==> src/rtl/hs_fifo_sfifo_rd_stream.sv <==
// Read-side consumer for hs_fifo_sfifo: hides the 1/2-cycle FIFO read latency behind a credit-managed elastic buffer.
// Optional pkt_cnt_o output enabled by `HS_FIFO_SFIFO_RD_STREAM_PKT_CNT_EN.
module hs_fifo_sfifo_rd_stream #(
  parameter int DATA_WIDTH     = 16,
  parameter int RD_LATENCY     = 1,
  parameter int EN_LAST_SIGNAL = 0
) (
  input  logic                  clk,
  input  logic                  rst_n,
  input  logic                  fifo_empty_i,
  output logic                  fifo_rd_en_o,
  input  logic [DATA_WIDTH-1:0] fifo_rd_data_i,
  input  logic                  fifo_rd_last_i,
  output logic                  m_valid_o,
  input  logic                  m_ready_i,
  output logic [DATA_WIDTH-1:0] m_data_o,
  output logic                  m_last_o,
  input  logic                  flush_i,
  output logic                  flush_busy_o
`ifdef HS_FIFO_SFIFO_RD_STREAM_PKT_CNT_EN
  ,
  output logic [31:0]           pkt_cnt_o
`endif
);

  localparam int  BUF_DEPTH = RD_LATENCY + 1;
  localparam int  PTR_W     = (BUF_DEPTH > 2) ? $clog2(BUF_DEPTH) : 1;
  localparam int  CNT_W     = $clog2(BUF_DEPTH + 1);
  localparam int  SUM_W     = CNT_W + 1;
  localparam bit  KEEP_LAST = (EN_LAST_SIGNAL != 0);

  generate
    if (RD_LATENCY != 1 && RD_LATENCY != 2) begin : g_bad_latency
      $error("hs_fifo_sfifo_rd_stream: RD_LATENCY must be 1 or 2");
    end
  endgenerate

  typedef enum logic {RUN, FLUSH} state_t;

  state_t                state, state_nxt;
  logic [RD_LATENCY-1:0] pipe, pipe_nxt;
  logic [DATA_WIDTH-1:0] buf_data [BUF_DEPTH];
  logic                  buf_last [BUF_DEPTH];
  logic [PTR_W-1:0]      head, tail;
  logic [CNT_W-1:0]      count, inflight;
  logic [SUM_W-1:0]      credit_used;
  logic                  token_out, push, pop, run;

  function automatic logic [PTR_W-1:0] ptr_inc(input logic [PTR_W-1:0] p);
    return (p == PTR_W'(BUF_DEPTH - 1)) ? '0 : p + 1'b1;
  endfunction

  always_comb begin
    inflight = '0;
    for (int i = 0; i < RD_LATENCY; i++) inflight = inflight + CNT_W'(pipe[i]);
  end

  generate
    if (RD_LATENCY == 1) begin : g_pipe1
      assign pipe_nxt = fifo_rd_en_o;
    end else begin : g_pipen
      assign pipe_nxt = {pipe[RD_LATENCY-2:0], fifo_rd_en_o};
    end
  endgenerate

  assign run          = (state == RUN);
  assign token_out    = pipe[RD_LATENCY-1];
  assign m_valid_o    = (count != '0) && run;
  assign pop          = m_valid_o && m_ready_i;
  // A returning word is dropped if the flush lands in the same cycle it arrives.
  assign push         = token_out && run && !flush_i;
  assign credit_used  = SUM_W'(inflight) + SUM_W'(count) - SUM_W'(pop);
  assign fifo_rd_en_o = rst_n && run && !fifo_empty_i && !flush_i &&
                        (credit_used < SUM_W'(BUF_DEPTH));
  assign m_data_o     = buf_data[head];
  assign m_last_o     = buf_last[head];
  assign flush_busy_o = (state == FLUSH);

  // FLUSH exit looks at the registered pipe, i.e. the tokens left after the previous shift.
  always_comb begin
    state_nxt = state;
    case (state)
      RUN:     if (flush_i) state_nxt = FLUSH;
      FLUSH:   if (inflight == '0) state_nxt = RUN;
      default: state_nxt = RUN;
    endcase
  end

  always_ff @(posedge clk) begin
    if (!rst_n) begin
      state <= RUN;
      pipe  <= '0;
      head  <= '0;
      tail  <= '0;
      count <= '0;
      for (int i = 0; i < BUF_DEPTH; i++) begin
        buf_data[i] <= '0;
        buf_last[i] <= 1'b0;
      end
    end else begin
      state <= state_nxt;
      pipe  <= pipe_nxt;
      if (run && flush_i) begin
        head  <= '0;
        tail  <= '0;
        count <= '0;
      end else begin
        if (push) begin
          buf_data[tail] <= fifo_rd_data_i;
          buf_last[tail] <= fifo_rd_last_i && KEEP_LAST;
          tail           <= ptr_inc(tail);
        end
        if (pop) head <= ptr_inc(head);
        count <= count + CNT_W'(push) - CNT_W'(pop);
      end
    end
  end

`ifdef HS_FIFO_SFIFO_RD_STREAM_PKT_CNT_EN
  always_ff @(posedge clk) begin
    if (!rst_n)                   pkt_cnt_o <= '0;
    else if (flush_i)             pkt_cnt_o <= '0;
    else if (pop && m_last_o)     pkt_cnt_o <= pkt_cnt_o + 32'd1;
  end
`endif

endmodule

==> config.mk <==
export PLATFORM = sky130hd
export DESIGN_NAME = hs_fifo_sfifo_rd_stream
export DESIGN_NICKNAME = d
export VERILOG_FILES = /design/src/rtl/hs_fifo_sfifo_rd_stream.sv
export SDC_FILE = /design/constraint.sdc
export NUM_CORES = 1
export LEC_CHECK = 0
export CAP_MARGIN = 0
export CELL_PAD_IN_SITES_DETAIL_PLACEMENT = 2
export CELL_PAD_IN_SITES_GLOBAL_PLACEMENT = 2
export CORE_ASPECT_RATIO = 0.75
export CORE_MARGIN = 1
export CORE_UTILIZATION = 26
export CTS_BUF_LIST = sky130_fd_sc_hd__clkbuf_2 sky130_fd_sc_hd__clkbuf_4 sky130_fd_sc_hd__clkbuf_8
export CTS_CLUSTER_SIZE = 10
export DETAILED_ROUTE_END_ITERATION = 10
export PLACE_DENSITY_LB_ADDON = 0.1
export SLEW_MARGIN = 0
export SYNTH_ARGS = -nofsm -noshare
export SYNTH_HDL_FRONTEND = slang
export SYNTH_SLANG_ARGS = --single-unit
export TNS_END_PERCENT = 100
==> constraint.sdc <==
create_clock -name clk -period 4.8 [get_ports clk]
set_input_delay 0.48 -clock clk [delete_from_list [all_inputs] [get_ports clk]]
set_output_delay 0.48 -clock clk [all_outputs]
set_load 0.01 [all_outputs]
==> impl_metrics.tcl, run 1 <==
set metrics [dict create \
    cts.htree.levels 2 \
    cp_data_arrival_time_ps 3040 \
    cts_setup_buffers 0 \
    synth_compound_area_frac 0.0235 \
    holdPathStages 2 \
    ioPinCount 42 \
    crit_type "input port to primary output" \
    status "finished, final reports clean" \
    power.leakage_nw 0.865 \
    fin_crit_sh 0.733 \
    nFillCells 701 \
    cts_buffers 5 \
    fin_nets 197 \
    synthesis.area_sq_um 1810 \
    syn_to_final_growth_pct 28.6 \
    drc 0 \
    synth_fp_nets 158 \
    clock-sinks 39 \
    setup_violations 0 \
    synth-adder-area-share 0.0317 \
    relSlewSlack 0.330 \
    drv_slew 0 \
    antenna_left 0 \
    syn_area_per_cell_sq_um 13.7 \
    worstPathMaxFanout 3 \
    io_buffers 39 \
    synthMuxAreaShare 0.0994 \
    peakVddDrop_uv 92.6 \
    hpwl_um 2670 \
    num_rows 25 \
    grtUsageTotal 0.122 \
    cts_root_buf "clkbuf_8" \
    yosysWarningCount 0 \
    power.density_nw_per_um2 281 \
    drt-pass1-iter-count 5 \
    yosys.area_share.simple 0.179 \
    ys_types 26 \
    setup_tns_ps 0 \
    synth_xor_xnor_area_share 0.0145 \
    instances_no_fill 253 \
    cts_max_path_buffers 2 \
    cts_resized 0 \
    die_h_um 74.3 \
    yosysSeqAreaShare 0.607 \
    antenna_found_initial 0 \
    viasPerCell 4.37 \
    drive_above_1_share 0.151 \
    clock.fmax_mhz 284 \
    synth_top_family_by_area "simple AND/OR/NAND/NOR gates" \
    overflow 0 \
    fin_util 0.358 \
    period_minus_slack_ps 3520 \
    cts_tree "done" \
    drtIter0Drc 43 \
    worst_slew_pin_slew_ps 1010 \
    drt-total-wl_um 3990 \
    die_area_sq_um 7310 \
    crit_required_ps 4320 \
    clock_skew_ps 1.44 \
    core-area_sq_um 6510 \
    die_w_um 98.4 \
    worst_skew_pair.late_latency_ps 280 \
    place.gp.congestion 0.661 \
    ys_seq_elements 39 \
    postCtsHoldBufs 0 \
    wl_per_cell_um 15.8 \
    synthCells 132 \
    hold_slack_ps 530 \
    holdCritPathClass "flip-flop to flip-flop" \
    end_kind "primary output" \
    max_cap_violations 0 \
    antenna_cells 0 \
    grt_pass1_vias 1251 \
    rsz0062_at_grt "no" \
    vias 1105 \
    dp_cells 245 \
    grt_start_max_net_pins 17 \
    grt_first_pass_wirelength_um 6500 \
    hold_viol_final 0 \
    floorplan.initialDensity 0.279 \
    start_kind "input port" \
    rr_worst_depth 7 \
    cts.clk_slew.worst_paths_ps 70 \
]
## cell usage after synthesis (all sizes together)
cell type  instances  area [sq um]
a21oi              4          20.0
and2              32           200
and3               2          12.5
buf                6          57.6
clkbuf             1          3.75
conb               1          3.75
dfxtp              7           140
edfxtp            32           961
fa                 1          20.0
ha                 3          37.5
inv                4          15.0
mux2              16           180
nand2              2          7.51
nand2b             3          18.8
nand3b             1          7.51
nor2               4          15.0
nor3               2          32.5
nor4               2          12.5
o211ai             1          7.51
o21ai              3          15.0
or3b               1          11.3
or4                1          7.51
xnor2              2          17.5
xor2               1          8.76
## cell usage in the layout (no fill, tap or decap), drive strengths merged
cell	count
a21oi	4
nand2b	3
or4	1
o211ai	1
or3b	1
nor2	4
nand3b	1
xnor2	2
dfxtp	7
fa	1
xor2	1
and3	2
o21ai	3
nor4	2
conb	1
edfxtp	32
inv	4
nor3	2
and2	32
clkinv	2
clkdlybuf4s50	39
mux2	16
ha	3
clkbuf	6
nand2	2
## worst max-delay path: stages
cell	delay, ps
clkdlybuf4s50_1	450
o21ai_0	130
nor2_1	190
ha_1	260
nand2b_1	160
fa_1	400
xor2_1	170
nor4_1	230
clkdlybuf4s50_1	580
## path summary, 6_finish.rpt
| check | endpoint | slack [ps] | start |
|---|---|---|---|
| worst min-delay path | flush_busy_o | 530 | pipe |
| worst max-delay path | fifo_rd_en_o | 1280 | m_ready_i |
| worst min register to register | flush_busy_o | 530 | pipe |
| worst max register to register | pipe | 2640 | count[1] |
## metrics by stage
step                setup WS (ps)  area, sq um  total power (W)
floorplan                    2220         1810         0.000413
global placement             1370         2250         0.000450
detailed placement           1250         2250         0.000452
CTS                          1240         2330         0.000666
global route                 1040         2330         0.000684
finish                       1280         2330         0.000656
## state kept, by name, summed over array words and instances (netlist names), named ones only
| name | cells |
|---|---|
| buf_data | 32 |
| count | 2 |
| flush_busy_o | 1 |
| head | 1 |
| pipe | 1 |
| tail | 1 |
## cells by family after synthesis
group / count (synthesis)
compound gates: 8
xor+xnor: 3
fa+ha+maj: 4
buf+inv: 11
flops: 39
mux: 16
other cells: 1
simple gates: 50
## cell type report
cell class,count,area (sq um),area share
Clock inverter,2,7.51,0.00322
Multi-Input combinational cell,82,639,0.274
Timing Repair Buffer,39,390,0.167
Sequential cell,39,1100,0.472
Clock buffer,6,76.3,0.0327
Tap cell,81,101,0.0435
Inverter,4,15.0,0.00644
## routing by layer
| layer | track usage | wire length (um) | vias to the layer above |
|---|---|---|---|
| met1 | 0.147 | 1820 | 544 |
| met5 | 0 | 0 | - |
| met4 | 0.0299 | 15 | 0 |
| met3 | 0.0442 | 164 | 2 |
| li1 | - | - | 536 |
| met2 | 0.214 | 1980 | 23 |
## power breakdown
group	internal, W	switching [W]	leakage (nW)	total, W
sequential	0.000377	0.00000534	0.389	0.000382
clock	0.000105	0.000108	0.0437	0.000212
combinational	0.0000349	0.0000257	0.433	0.0000607
total	0.000517	0.000139	0.865	0.000656
No activity file was read; power rests on OpenSTA's default activity.
==> run 2, diff against run 1 <==
Clock period 4.8 ns to 3.2 ns, I/O delays scaled along.
==> impl_metrics.tcl, run 2 (synthesis gave the netlist of run 1 again) <==
set metrics [dict create \
    status "finished, final reports clean" \
    hold_slack_ps 551 \
    wl_per_cell_um 16.2 \
    largest_register_ffs 32 \
    ioPinCount 42 \
    io_buffers 39 \
    vias 1145 \
    setup_violations 0 \
    cp_data_arrival_time_ps 2390 \
    core-area_sq_um 6510 \
    grtUsageTotal 0.128 \
    max_cap_violations 0 \
    place.gp.congestion 0.694 \
    cts.clk_slew.worst_paths_ps 80 \
    nFillCells 670 \
    viasPerCell 4.47 \
    cts_max_path_buffers 2 \
    antenna_found_initial 0 \
    setup_tns_ps 0 \
    end_kind "primary output" \
    worst_skew_pair.late_latency_ps 290 \
    overflow 0 \
    largest_register "buf_data" \
    clock.fmax_mhz 369 \
    relSlewSlack 0.470 \
    power_w 0.00107 \
    largestRegisters "buf_data x32, count x2" \
    die_w_um 98.4 \
    cts_tree "done" \
    worst_slew_pin_slew_ps 793 \
    cts.htree.levels 2 \
    fin_nets 200 \
    power.density_nw_per_um2 449 \
    num_rows 25 \
    worstPathMaxFanout 3 \
    fin_util 0.367 \
    drtIter0Drc 59 \
    drv_slew 0 \
    antenna_left 0 \
    hpwl_um 2800 \
    rsz0062_at_grt "no" \
    mostFrequentLayoutCell "clkdlybuf4s50_1" \
    antenna_cells 0 \
    die_area_sq_um 7310 \
    fin_crit_sh 0.847 \
    drc 0 \
    mostFrequentLayoutCells "38 x clkdlybuf4s50_1, 32 x and2_1, 32 x edfxtp_1" \
    drt-total-wl_um 4150 \
    postCtsHoldBufs 0 \
    period_minus_slack_ps 2710 \
    grt_start_max_net_pins 17 \
    power.leakage_nw 0.910 \
    die_h_um 74.3 \
    drt-pass1-iter-count 6 \
    start_kind "input port" \
    floorplan.initialDensity 0.279 \
    grt_pass1_vias 1367 \
    clock_skew_ps 6.64 \
    cts_root_buf "clkbuf_8" \
    crit_required_ps 2880 \
    drive_above_1_share 0.183 \
    peakVddDrop_uv 157 \
    clock-sinks 39 \
    cts_setup_buffers 0 \
    hold_viol_final 0 \
    syn_to_final_growth_pct 31.5 \
    grt_first_pass_wirelength_um 6840 \
    holdCritPathClass "flip-flop to flip-flop" \
    crit_type "input port to primary output" \
    cts_buffers 5 \
]
[run 2: critical path, stage by stage]
cell,delay (ps)
clkdlybuf4s50_1,470
o21ai_2,80
nor2_1,160
ha_1,260
nand2b_1,150
fa_1,370
xor2_1,170
nor4_1,210
dlymetal6s2s_1,190
[run 2: power by group]
part | total (W) | switching [W] | internal [W]
Sequential | 0.000571 | 0.00000620 | 0.000565
Combinational | 0.0000972 | 0.0000421 | 0.0000551
Clock | 0.000402 | 0.000174 | 0.000228
[run 2: metal layers]
layer	up-vias	wire length, um	share of wire	track usage
met5	-	0	0	0
met4	0	29	0.0070	0.0348
met3	4	181	0.044	0.0385
met2	27	2230	0.54	0.241
met1	572	1710	0.41	0.144
li1	542	-	-	-
[run 2: what timing repair did]
action	4_1_cts	5_1_grt
gates resized for setup	2	2
endpoints found under the hold margin	0	0
pin swaps	0	0
endpoints found under the setup margin	1	1
[run 2: path summary, 6_finish.rpt]
check / startpoint / end / slack [ps] / cells past startpoint
worst min register to register: pipe / flush_busy_o / 550 / 2
worst max register to register: flush_busy_o / count[1] / 1170 / 8
worst max-delay path: m_ready_i / fifo_rd_en_o / 490 / 9
worst min-delay path: pipe / flush_busy_o / 550 / 2
[run 2: layout make-up]
cell class | instances | area [sq um] | area share
Sequential cell | 39 | 1100 | 0.462
Multi-Input combinational cell | 82 | 643 | 0.270
Timing Repair Buffer | 42 | 415 | 0.174
Tap cell | 81 | 101 | 0.0425
Clock buffer | 5 | 68.8 | 0.0289
Clock inverter | 3 | 38.8 | 0.0163
Inverter | 4 | 15.0 | 0.00630
[run 2: stage by stage]
step                setup slack, ps  instance area [sq um]  instances
floorplan                       619                   1810        132
global placement               91.4                   2270        248
detailed placement             10.3                   2270        248
CTS                            37.0                   2380        256
global route                    352                   2380        256
finish                          491                   2380        256
